$ cat src/rtl/wsg_pkg.sv
// Shared types and helpers for the N-voice wave sound generator.
// Voice-index and mix-sum widths are derived from the voice count.
package wsg_pkg;

    typedef enum logic [2:0] {
        S_IDLE,
        S_ACC,
        S_WAIT,
        S_MAC,
        S_OUT
    } state_t;

    localparam logic [2:0] F_FREQ0 = 3'd0;
    localparam logic [2:0] F_FREQ1 = 3'd1;
    localparam logic [2:0] F_FREQ2 = 3'd2;
    localparam logic [2:0] F_FREQ3 = 3'd3;
    localparam logic [2:0] F_FREQ4 = 3'd4;
    localparam logic [2:0] F_WAVE  = 3'd5;
    localparam logic [2:0] F_VOL   = 3'd6;

    localparam int VOICES_MAX = 8;

    // A single voice still needs a 1-bit index register.
    function automatic int vidx_w(input int voices);
        return (voices > 1) ? $clog2(voices) : 1;
    endfunction

    function automatic int sum_w(input int voices);
        return 8 + $clog2(voices);
    endfunction

endpackage

$ cat src/rtl/namco_wsg_nvoice_regs.sv
// Per-voice register file: frequency, waveform and volume nibbles,
// CPU write decode and the sequencer's voice-indexed read port.
module wsg_voice_regs
    import wsg_pkg::*;
#(
    parameter int VOICES = 3,
    parameter int ACC_W  = 20,
    localparam int AD_W   = $clog2(VOICES) + 3,
    localparam int VIDX_W = vidx_w(VOICES)
) (
    input  logic              i_clk,
    input  logic              i_reset,
    input  logic              i_wr,
    input  logic [AD_W-1:0]   i_ad,
    input  logic [3:0]        i_di,
    input  logic [VIDX_W-1:0] i_rd_voice,
    output logic [ACC_W-1:0]  o_freq,
    output logic [2:0]        o_wave,
    output logic [3:0]        o_vol
);

    logic [ACC_W-1:0]  r_freq [VOICES];
    logic [2:0]        r_wave [VOICES];
    logic [3:0]        r_vol  [VOICES];

    logic [2:0]        w_field;
    logic [VIDX_W-1:0] w_voice;
    logic              w_hit;

    assign w_field = i_ad[2:0];
    assign w_voice = VIDX_W'(i_ad >> 3);
    assign w_hit   = i_wr && (int'(w_voice) < VOICES);

    always_ff @(posedge i_clk) begin
        if (i_reset) begin
            for (int v = 0; v < VOICES; v++) begin
                r_freq[v] <= '0;
                r_wave[v] <= '0;
                r_vol[v]  <= '0;
            end
        end else if (w_hit) begin
            unique case (1'b1)
                (w_field == F_WAVE): r_wave[w_voice] <= i_di[2:0];
                (w_field == F_VOL):  r_vol[w_voice]  <= i_di;
                default: begin
                    // Nibbles beyond the accumulator width and field 7 fall through.
                    for (int n = 0; n < ACC_W / 4; n++) begin
                        if (w_field == 3'(n))
                            r_freq[w_voice][n*4 +: 4] <= i_di;
                    end
                end
            endcase
        end
    end

    assign o_freq = r_freq[i_rd_voice];
    assign o_wave = r_wave[i_rd_voice];
    assign o_vol  = r_vol[i_rd_voice];

endmodule

$ cat src/rtl/namco_wsg_nvoice.sv
// N-voice wave sound generator: sample divider, voice sequencer,
// phase accumulators and saturating mixer.
module namco_wsg_nvoice
    import wsg_pkg::*;
#(
    parameter int VOICES    = 3,
    parameter int ACC_W     = 20,
    parameter int CLK_DIV   = 500,
    parameter int MIX_SHIFT = $clog2(VOICES),
    localparam int AD_W   = $clog2(VOICES) + 3,
    localparam int VIDX_W = vidx_w(VOICES),
    localparam int SUM_W  = sum_w(VOICES),
    localparam int DIV_W  = $clog2(CLK_DIV)
) (
    input  logic            i_mclk,
    input  logic            i_reset,
    input  logic            i_snden,
    input  logic            i_wr,
    input  logic [AD_W-1:0] i_ad,
    input  logic [3:0]      i_di,
    output logic [7:0]      o_wavead,
    input  logic [3:0]      i_wavedt,
    output logic [7:0]      o_pcmout,
    output logic            o_pcmstb,
    output logic            o_busy,
    output logic            o_ovr
);

    state_t            r_state;
    logic [VIDX_W-1:0] r_v;
    logic [ACC_W-1:0]  r_acc [VOICES];
    logic [DIV_W-1:0]  r_div;
    logic [SUM_W-1:0]  r_sum;
    logic [7:0]        r_wavead;
    logic [7:0]        r_pcmout;
    logic              r_pcmstb;
    logic              r_ovr;

    logic              w_tick;
    logic [ACC_W-1:0]  w_freq;
    logic [2:0]        w_wave;
    logic [3:0]        w_vol;
    logic [ACC_W-1:0]  w_acc_cur;
    logic [ACC_W-1:0]  w_acc_new;
    logic [7:0]        w_prod;
    logic [SUM_W-1:0]  w_sum_nx;
    logic [SUM_W-1:0]  w_mix;
    logic [7:0]        w_sat;
    logic              w_last;

    wsg_voice_regs #(
        .VOICES (VOICES),
        .ACC_W  (ACC_W)
    ) u_regs (
        .i_clk      (i_mclk),
        .i_reset    (i_reset),
        .i_wr       (i_wr),
        .i_ad       (i_ad),
        .i_di       (i_di),
        .i_rd_voice (r_v),
        .o_freq     (w_freq),
        .o_wave     (w_wave),
        .o_vol      (w_vol)
    );

    assign w_tick    = (r_div == DIV_W'(CLK_DIV - 1));
    assign w_acc_cur = r_acc[r_v];
    assign w_acc_new = i_snden ? (w_acc_cur + w_freq) : w_acc_cur;
    assign w_prod    = {4'b0, i_wavedt} * {4'b0, w_vol};
    assign w_sum_nx  = r_sum + SUM_W'(w_prod);
    assign w_mix     = w_sum_nx >> MIX_SHIFT;
    assign w_sat     = (w_mix > SUM_W'(255)) ? 8'hFF : w_mix[7:0];
    assign w_last    = (r_v == VIDX_W'(VOICES - 1));

    always_ff @(posedge i_mclk) begin
        if (i_reset || w_tick)
            r_div <= '0;
        else
            r_div <= r_div + 1'b1;
    end

    always_ff @(posedge i_mclk) begin
        if (i_reset) begin
            r_state  <= S_IDLE;
            r_v      <= '0;
            r_sum    <= '0;
            r_wavead <= '0;
            r_pcmout <= '0;
            r_pcmstb <= 1'b0;
            r_ovr    <= 1'b0;
            for (int v = 0; v < VOICES; v++)
                r_acc[v] <= '0;
        end else begin
            r_pcmstb <= 1'b0;
            if (w_tick && r_state != S_IDLE)
                r_ovr <= 1'b1;
            unique case (r_state)
                S_IDLE: begin
                    r_v <= '0;
                    if (w_tick) begin
                        r_sum   <= '0;
                        r_state <= S_ACC;
                    end
                end
                S_ACC: begin
                    r_acc[r_v] <= w_acc_new;
                    r_wavead   <= {w_wave, w_acc_new[ACC_W-1 -: 5]};
                    r_state    <= S_WAIT;
                end
                S_WAIT: r_state <= S_MAC;
                S_MAC: begin
                    r_sum <= w_sum_nx;
                    // Final mix is latched with the strobe so both appear in OUT.
                    if (w_last) begin
                        r_pcmout <= i_snden ? w_sat : 8'h00;
                        r_pcmstb <= 1'b1;
                        r_state  <= S_OUT;
                    end else begin
                        r_v     <= r_v + 1'b1;
                        r_state <= S_ACC;
                    end
                end
                S_OUT:   r_state <= S_IDLE;
                default: r_state <= S_IDLE;
            endcase
        end
    end

    assign o_wavead = r_wavead;
    assign o_pcmout = r_pcmout;
    assign o_pcmstb = r_pcmstb;
    assign o_ovr    = r_ovr;
    // The cycle that accepts a tick already belongs to the sequence.
    assign o_busy   = (r_state != S_IDLE) || w_tick;

endmodule

$ cat config.mk
export PLATFORM = sky130hd
export DESIGN_NAME = namco_wsg_nvoice
export DESIGN_NICKNAME = d
export VERILOG_FILES = /design/src/rtl/wsg_pkg.sv /design/src/rtl/namco_wsg_nvoice_regs.sv /design/src/rtl/namco_wsg_nvoice.sv
export SDC_FILE = /design/constraint.sdc
export NUM_CORES = 1
export LEC_CHECK = 0
export CORE_MARGIN = 4
export CORE_UTILIZATION = 35
export CTS_BUF_LIST = sky130_fd_sc_hd__clkbuf_16
export DETAILED_ROUTE_END_ITERATION = 10
export PLACE_DENSITY = 0.56
export SYNTH_ARGS = -nofsm -noshare
export SYNTH_HDL_FRONTEND = slang
export SYNTH_HIERARCHICAL = 1
export SYNTH_SLANG_ARGS = --single-unit
export TNS_END_PERCENT = 30
$ cat constraint.sdc
create_clock -name i_mclk -period 12.7 [get_ports i_mclk]
set_input_delay 1.27 -clock i_mclk [delete_from_list [all_inputs] [get_ports i_mclk]]
set_output_delay 1.27 -clock i_mclk [all_outputs]
set_load 0.005 [all_outputs]
---- Yosys cells after proc, flatten, opt, wreduce, memory -nomap -nowiden ----
Memory sizes are Yosys's and may differ from the RTL's. A register that Yosys moved wholly into a read port is not among the register bits.
Index checks and enable logic that the tools add are counted.
storage, ports and cells
  flip-flop bits (word level) ............. 42
  memory bits (writable) .................. 141
  output and inout bits ................... 19
  memories kept ........................... 4
memories
  name           words  width  rd ports  clocked after Yosys merged registers in  wr ports  RTL line                     source
  r_acc          3      20     1         1                                        3         namco_wsg_nvoice.sv:31       logic [ACC_W-1:0] r_acc [VOICES];
  u_regs.r_freq  3      20     1         1                                        3         namco_wsg_nvoice_regs.sv:22  logic [ACC_W-1:0] r_freq [VOICES];
  u_regs.r_vol   3      4      1         1                                        3         namco_wsg_nvoice_regs.sv:24  logic [3:0] r_vol [VOICES];
  u_regs.r_wave  3      3      1         1                                        3         namco_wsg_nvoice_regs.sv:23  logic [2:0] r_wave [VOICES];
operators by class
  add/subtract/negate cells ............... 4
  multiply operators ...................... 1
  order comparisons ....................... 2
  equal/unequal tests ..................... 13
  multiplexer cells ....................... 67
  bitwise logic cells ..................... 1
  reductions and logical operators ........ 17
operator list
  kind                                                                   count
  20-bit two-way mux                                                     3
  1-bit two-way mux                                                      42
  20-bit OR reduction                                                    2
  2-bit two-way mux                                                      11
  20-bit adder                                                           1
  10-bit one-hot mux with 2 select lines                                 1
  8-bit two-way mux                                                      2
  3-bit by 2-bit equality test with 1-bit output, second input constant  4
  3-bit one-hot mux with 4 select lines                                  1
  10-bit by 8-bit adder with 10-bit output                               1
  10-bit two-way mux                                                     1
  9-bit by 1-bit adder with 9-bit output, second input constant          1
  3-bit equality test, second input constant                             3
  9-bit equality test, second input constant                             1
  3-bit two-way mux                                                      3
  8-bit > comparator, second input constant                              1
  4-bit by 4-bit multiplier with 8-bit output                            1
  3-bit by 1-bit equality test with 1-bit output, second input constant  2
  3-bit logical NOT                                                      2
  2-bit AND reduction                                                    3
  5-bit two-way mux                                                      1
  4-bit two-way mux                                                      1
  2-bit inequality test, second input constant                           2
  2-bit one-hot mux with 2 select lines                                  1
  11 further kinds                                                       14

---- Depth between registers and ports, before layout ----
  depth after elaboration ................. 8
  depth in mapped cells ................... 17
  gate-level depth less buffers ........... 15

---- Hierarchy ----
Netlist, hierarchy kept.
by module, submodules not included
  module            instances  cells each  area each (um^2)  sequential area each (um^2)
  namco_wsg_nvoice  1          698         7186.9            3283.1
  wsg_voice_regs    1          326         5011.1            3243.1

---- Least setup slack after synthesis ----
Ideal clock, no wire load.
  path type ............................... reg2reg
  from .................................... reg r_v[0]
  to ...................................... reg r_pcmout[7], in the netlist o_pcmout[7]
  library setup time ...................... 0.128 ns
  arrival time ............................ 4.321 ns
  data required time ...................... 12.572 ns
  path slack .............................. 8.251 ns
  stages on the path, launching flop included .. 16
  path buffers ............................ 2
  clock period less this slack ............ 4.449 ns
  cell sequence ........................... dfxtp_1 buf_2 buf_4 mux4_2 nand2_1 fa_1 fa_1 fa_1 inv_1 ha_1 a21oi_1 o211ai_1 o41a_1 xor2_1 a22oi_1 nor2_1
on the way
  cells in the longest elaborated chain, start to end .. 2
ends and longest elaborated chain
  what                           RTL line                 source
  start: declaration             namco_wsg_nvoice.sv:30   logic [VIDX_W-1:0] r_v;
  start signal: assignment       namco_wsg_nvoice.sv:119  r_v <= r_v + 1'b1;
  2-bit equality test            namco_wsg_nvoice.sv:73   assign w_last = (r_v == VIDX_W'(VOICES - 1));
  2-bit AND reduction (no line)  --
  end signal: assignment         namco_wsg_nvoice.sv:115  r_pcmout <= i_snden ? w_sat : 8'h00;
  end: declaration               namco_wsg_nvoice.sv:35   logic [7:0] r_pcmout;
No other way between the ends.
A chain may end at the register's enable or synchronous reset.

---- Worst setup path in the final report ----
  from .................................... in i_wavedt[0]
  to ...................................... reg r_pcmout[7], in the netlist o_pcmout[7]
on the way
  cells in the longest elaborated chain, start to end .. 5
ends and longest elaborated chain
  what                                           RTL line                 source
  start: declaration                             namco_wsg_nvoice.sv:22   input logic [3:0] i_wavedt,
  4-bit by 4-bit multiplier with 8-bit output *  namco_wsg_nvoice.sv:69   assign w_prod = {4'b0, i_wavedt} * {4'b0, w_vol};
  10-bit by 8-bit adder with 10-bit output *     namco_wsg_nvoice.sv:70   assign w_sum_nx = r_sum + SUM_W'(w_prod);
  8-bit > comparator                             namco_wsg_nvoice.sv:72   assign w_sat = (w_mix > SUM_W'(255)) ? 8'hFF : w_mix[7:0];
  8-bit two-way mux *                            namco_wsg_nvoice.sv:72
  8-bit two-way mux *                            namco_wsg_nvoice.sv:115
Every way passes the cells marked *; elsewhere a longest branch is shown, timed or not.

==> impl_metrics.csv <==
group,metric,value,unit
status,run_status,"completed",
synthesis,ys.warnings.count,6,
global_route,grt_max_degree,59,
route,wirelength,28.89,mm
flow_run,timing.max_cap.violations,0,
cells_and_area,sequential_cell_area,6528,um^2
cells_and_area,multi_input_area,5268,um^2
clocking,hold_buffers,0,
cells_and_area,post_route_cells_drive_above_1_share,11.73,%
clocking,tritoncts_num_sinks,232,
synthesis,synth-seq-cells,232,
worst_hold_path,holdCritStartpoint,"r_div[0]$_SDFF_PP0_",
critical_path,worstSetupStartpointType,"input pin",
synthesis,synth_top_area_share,46.28,%
sta,post-route-min-period,4.517,ns
route,post_drt_via_cell_ratio,5.249,
cells_and_area,fin_util,40.02,%
pwr,clk_pwr_share,39.8,%
synthesis,synth_cells,1024,
synthesis,synth_seq_area_share,53.50,%
synthesis,synth_top_area_cell,"sky130_fd_sc_hd__edfxtp_1",
synthesis,synth_edf_count,188,
cells_and_area,syn_to_final_growth,13.06,%
clocking,tritoncts,"built",
critical_path,r2r_start,"r_v[1]$_SDFFE_PP0N_",
sta,slew_viol_final,0,
clocking,clk_pin_slew_worst_paths,0.06,ns
sta,whs,0.4453,ns
sta,slew_headroom,14.71,%
critical_path,path_class,"in -> reg",
critical_path,timing.critical_path.required,13.09,ns
critical_path,critPathLaunch,"i_wavedt[0]",
critical_path,critical_path.endpoint,"o_pcmout[7]$_SDFFE_PP0P_",
pwr,total_switching_power,0.0004653,W
global_route,antenna_violations_before_repair,0,
pwr,internal_power,0.001372,W
placed_design,detailed_place_hpwl,19.44,mm
critical_path,cp.arrival,4.91,ns
pwr,power_switching_share,25.33,%
critical_path,worst-path-max-fanout,4,
route,routed_wire_length_per_instance,18.90,um
clocking,htree_num_levels,1,
pwr,ir_drop,0.07481,mV
critical_path,worst-r2r-cell-count,14,
cells_and_area,fill_cells,3272,
floorplan,io_pins,36,
floorplan,fp.dieArea,37900,um^2
synthesis,yosys-top-cells-area,"sky130_fd_sc_hd__edfxtp_1 (46%), sky130_fd_sc_hd__mux4_2 (8.7%), sky130_fd_sc_hd__dfxtp_1 (7.2%)",
cells_and_area,antennaDiodeCount,0,
cells_and_area,final_nets,1123,
route,detail_route.first_pass.iterations,5,
sta,final_hold_viol_count,0,
placed_design,gp_routability_congestion,0.7958,
worst_hold_path,min-delay-path-class,"reg -> reg",
route,drcViolationCount,0,
synthesis,async_flop_share,0,%
placed_design,buffer_ports.inserted,35,
floorplan,start_util,35.40,%
placed_design,dpl-instance-area,12950,um^2
floorplan,fp-row-count,68,
worst_hold_path,min_delay_path_depth,1,
synthesis,ys_types,70,
pwr,sequentialPowerShare,47.5,%
floorplan,fp.dieW,194.7,um
clocking,cts_setup_buffers,0,
sta,worst_pin_slew,1.277,ns
sta,fin_worst_skew,0.009764,ns
floorplan,core_region_area,34460,um^2
sta,max_freq,221.4,MHz
global_route,grt.overflow.total,0,
sta,setup_total_negative_slack,0,ns
synthesis,synthesis.area_per_instance,11.91,um^2
pwr,leakage,4.870,nW
route,detail-route-antenna-nets,0,
synthesis,postSynth.topFlopCell,"sky130_fd_sc_hd__edfxtp_1",
pwr,power.density_cell_area,133.2,nW/um^2
pwr,combPwrFrac,12.7,%
route,dr.first_iter.drc_count,584,
clocking,clock_insertion_delay_worst_skew,0.52,ns
global_route,grt_pass1_vias,8071,
clocking,ctsLongestPathBuffers,3,
cells_and_area,stdcell_area,13790,um^2
synthesis,synth.cell_area,12200,um^2
sta,grt_setup_unrepaired,"false",
route,dr_total_vias,8025,
clocking,cts.repair.resized,0,
sta,setup-violations-final,0,
global_route,groute.usage.overall,15.08,%
sta,post-route-period-util,35.56,%
clocking,cts_buffers,26,
critical_path,timing.rr.end,"o_pcmout[7]$_SDFFE_PP0P_",
critical_path,register_to_register_setup_slack,8.34,ns
floorplan,chipHeight,194.7,um
clocking,clock-root-buffer,"sky130_fd_sc_hd__clkbuf_16",
critical_path,timing.critical_path.to_type,"flip-flop",
global_route,first_pass_grt_wire_length,46.21,mm
synthesized netlist by cell type, types with 5 or more instances:
cell type	number
sky130_fd_sc_hd__or3_1	7
sky130_fd_sc_hd__fa_1	10
sky130_fd_sc_hd__a31o_2	6
sky130_fd_sc_hd__o211ai_1	6
sky130_fd_sc_hd__nand3_1	23
sky130_fd_sc_hd__nor2_1	113
sky130_fd_sc_hd__xnor2_1	15
sky130_fd_sc_hd__ha_1	42
sky130_fd_sc_hd__nand2b_1	22
sky130_fd_sc_hd__or2_2	5
sky130_fd_sc_hd__mux4_2	47
sky130_fd_sc_hd__buf_2	12
sky130_fd_sc_hd__o31ai_1	9
sky130_fd_sc_hd__edfxtp_1	188
sky130_fd_sc_hd__nor3_2	10
sky130_fd_sc_hd__o22ai_1	7
sky130_fd_sc_hd__nand2_1	58
sky130_fd_sc_hd__a21o_1	11
sky130_fd_sc_hd__nor3_1	58
sky130_fd_sc_hd__o21bai_1	5
sky130_fd_sc_hd__mux2i_1	12
sky130_fd_sc_hd__nor4_1	5
sky130_fd_sc_hd__and2_1	21
sky130_fd_sc_hd__inv_1	50
sky130_fd_sc_hd__a211oi_1	10
sky130_fd_sc_hd__and3_1	17
sky130_fd_sc_hd__nor2b_1	12
sky130_fd_sc_hd__a22oi_1	15
sky130_fd_sc_hd__clkbuf_1	44
sky130_fd_sc_hd__dfxtp_1	44
sky130_fd_sc_hd__o21ai_0	29
sky130_fd_sc_hd__a21oi_1	36
sky130_fd_sc_hd__xor2_1	9
critical path, cell delays in order:
cell and delay, ns:
sky130_fd_sc_hd__clkdlybuf4s50_1 0.52, sky130_fd_sc_hd__nand2_1 0.09, sky130_fd_sc_hd__fa_1 0.51, sky130_fd_sc_hd__fa_1 0.51, sky130_fd_sc_hd__fa_1 0.52, sky130_fd_sc_hd__inv_1 0.04, sky130_fd_sc_hd__ha_1 0.33, sky130_fd_sc_hd__a21oi_1 0.19
sky130_fd_sc_hd__o211ai_1 0.16, sky130_fd_sc_hd__o41a_1 0.39, sky130_fd_sc_hd__xor2_1 0.16, sky130_fd_sc_hd__a22oi_1 0.16, sky130_fd_sc_hd__nor2_1 0.05
cell families after synthesis:
family                   share of synthesized area (%)
AO/OA/AOI/OAI                                    8.668
buffers and inverters                            4.113
adder cells (fa/ha/maj)                          5.949
multiplexers                                     9.847
other                                          0.03074
flip-flops                                       53.50
AND/OR/NAND/NOR                                  16.17
XOR/XNOR                                         1.723
layout make-up:
cell class	count	area share (%)
flip-flops and latches	232	47.33
clock buffers	27	4.899
repair buffers	43	2.903
multi-input cells	701	38.20
well taps	455	4.128
inverters	50	1.361
clock inverters	21	1.179
power groups by stage:
stage / Combinational (W) / Sequential (W) / Clock [W]
global placement: 0.000229 / 0.000888 / 0
global route: 0.000258 / 0.000876 / 0.000784
floorplan: 0.000167 / 0.000881 / 0
detailed placement: 0.000230 / 0.000890 / 0
CTS: 0.000231 / 0.000874 / 0.000750
finish: 0.000232 / 0.000873 / 0.000732
placed cells by master (no fill, tap or decap), types with 7 or more instances in the layout:
cell type / instances
sky130_fd_sc_hd__nand2b_1: 22
sky130_fd_sc_hd__nor2b_1: 12
sky130_fd_sc_hd__xnor2_1: 15
sky130_fd_sc_hd__xor2_1: 9
sky130_fd_sc_hd__buf_4: 8
sky130_fd_sc_hd__a22oi_1: 15
sky130_fd_sc_hd__clkdlybuf4s50_1: 33
sky130_fd_sc_hd__nor3_1: 58
sky130_fd_sc_hd__edfxtp_1: 188
sky130_fd_sc_hd__o31ai_1: 9
sky130_fd_sc_hd__inv_1: 54
sky130_fd_sc_hd__o21ai_0: 29
sky130_fd_sc_hd__and2_1: 21
sky130_fd_sc_hd__and3_1: 17
sky130_fd_sc_hd__clkbuf_16: 27
sky130_fd_sc_hd__a21o_1: 11
sky130_fd_sc_hd__ha_1: 42
sky130_fd_sc_hd__a211oi_1: 10
sky130_fd_sc_hd__fa_1: 10
sky130_fd_sc_hd__nor2_1: 113
sky130_fd_sc_hd__conb_1: 27
sky130_fd_sc_hd__mux4_2: 47
sky130_fd_sc_hd__nand3_1: 23
sky130_fd_sc_hd__or3_1: 7
sky130_fd_sc_hd__o22ai_1: 7
sky130_fd_sc_hd__dfxtp_1: 43
sky130_fd_sc_hd__mux2i_1: 12
sky130_fd_sc_hd__a21oi_1: 36
sky130_fd_sc_hd__nor3_2: 10
sky130_fd_sc_hd__nand2_1: 58
metal layers:
metal	routed length (um)	track usage (%)	share of wire [%]	vias up
met2	13760	24.76	48	172
met1	13540	21.93	47	3984
met3	1228	1.733	4.3	25
li1	-	-	-	3844
met4	359	2.786	1.2	0
met5	0	0	0	-
state kept, by name, summed over array words and instances, names as in the netlist, named ones only:
register       cells
r_v                2
u_regs/r_vol      16
u_regs/r_wave     12
r_sum             10
u_regs/r_freq     80
o_ovr              1
r_state            3
r_acc             80
o_pcmout           8
r_div              9
o_wavead           8
o_pcmstb           1
per-stage QoR:
stage / power, W / instances / setup WS (ns)
final: 0.001837 / 1529 / 8.183
after global routing: 0.001919 / 1529 / 7.985
after CTS: 0.001855 / 1529 / 8.238
after detailed placement: 0.001119 / 1481 / 7.677
after global placement: 0.001117 / 1481 / 7.683
after floorplan: 0.001048 / 1050 / 8.251
worst min path at each step:
| stage | end |
|---|---|
| after floorplan | r_div[0]$_SDFF_PP0_ |
| after global placement | r_div[0]$_SDFF_PP0_ |
| after detailed placement | r_div[0]$_SDFF_PP0_ |
| after CTS | r_div[0]$_SDFF_PP0_ |
| after global routing | r_div[0]$_SDFF_PP0_ |
| final | r_div[0]$_SDFF_PP0_ |
Power figures use the tool's default switching activity.
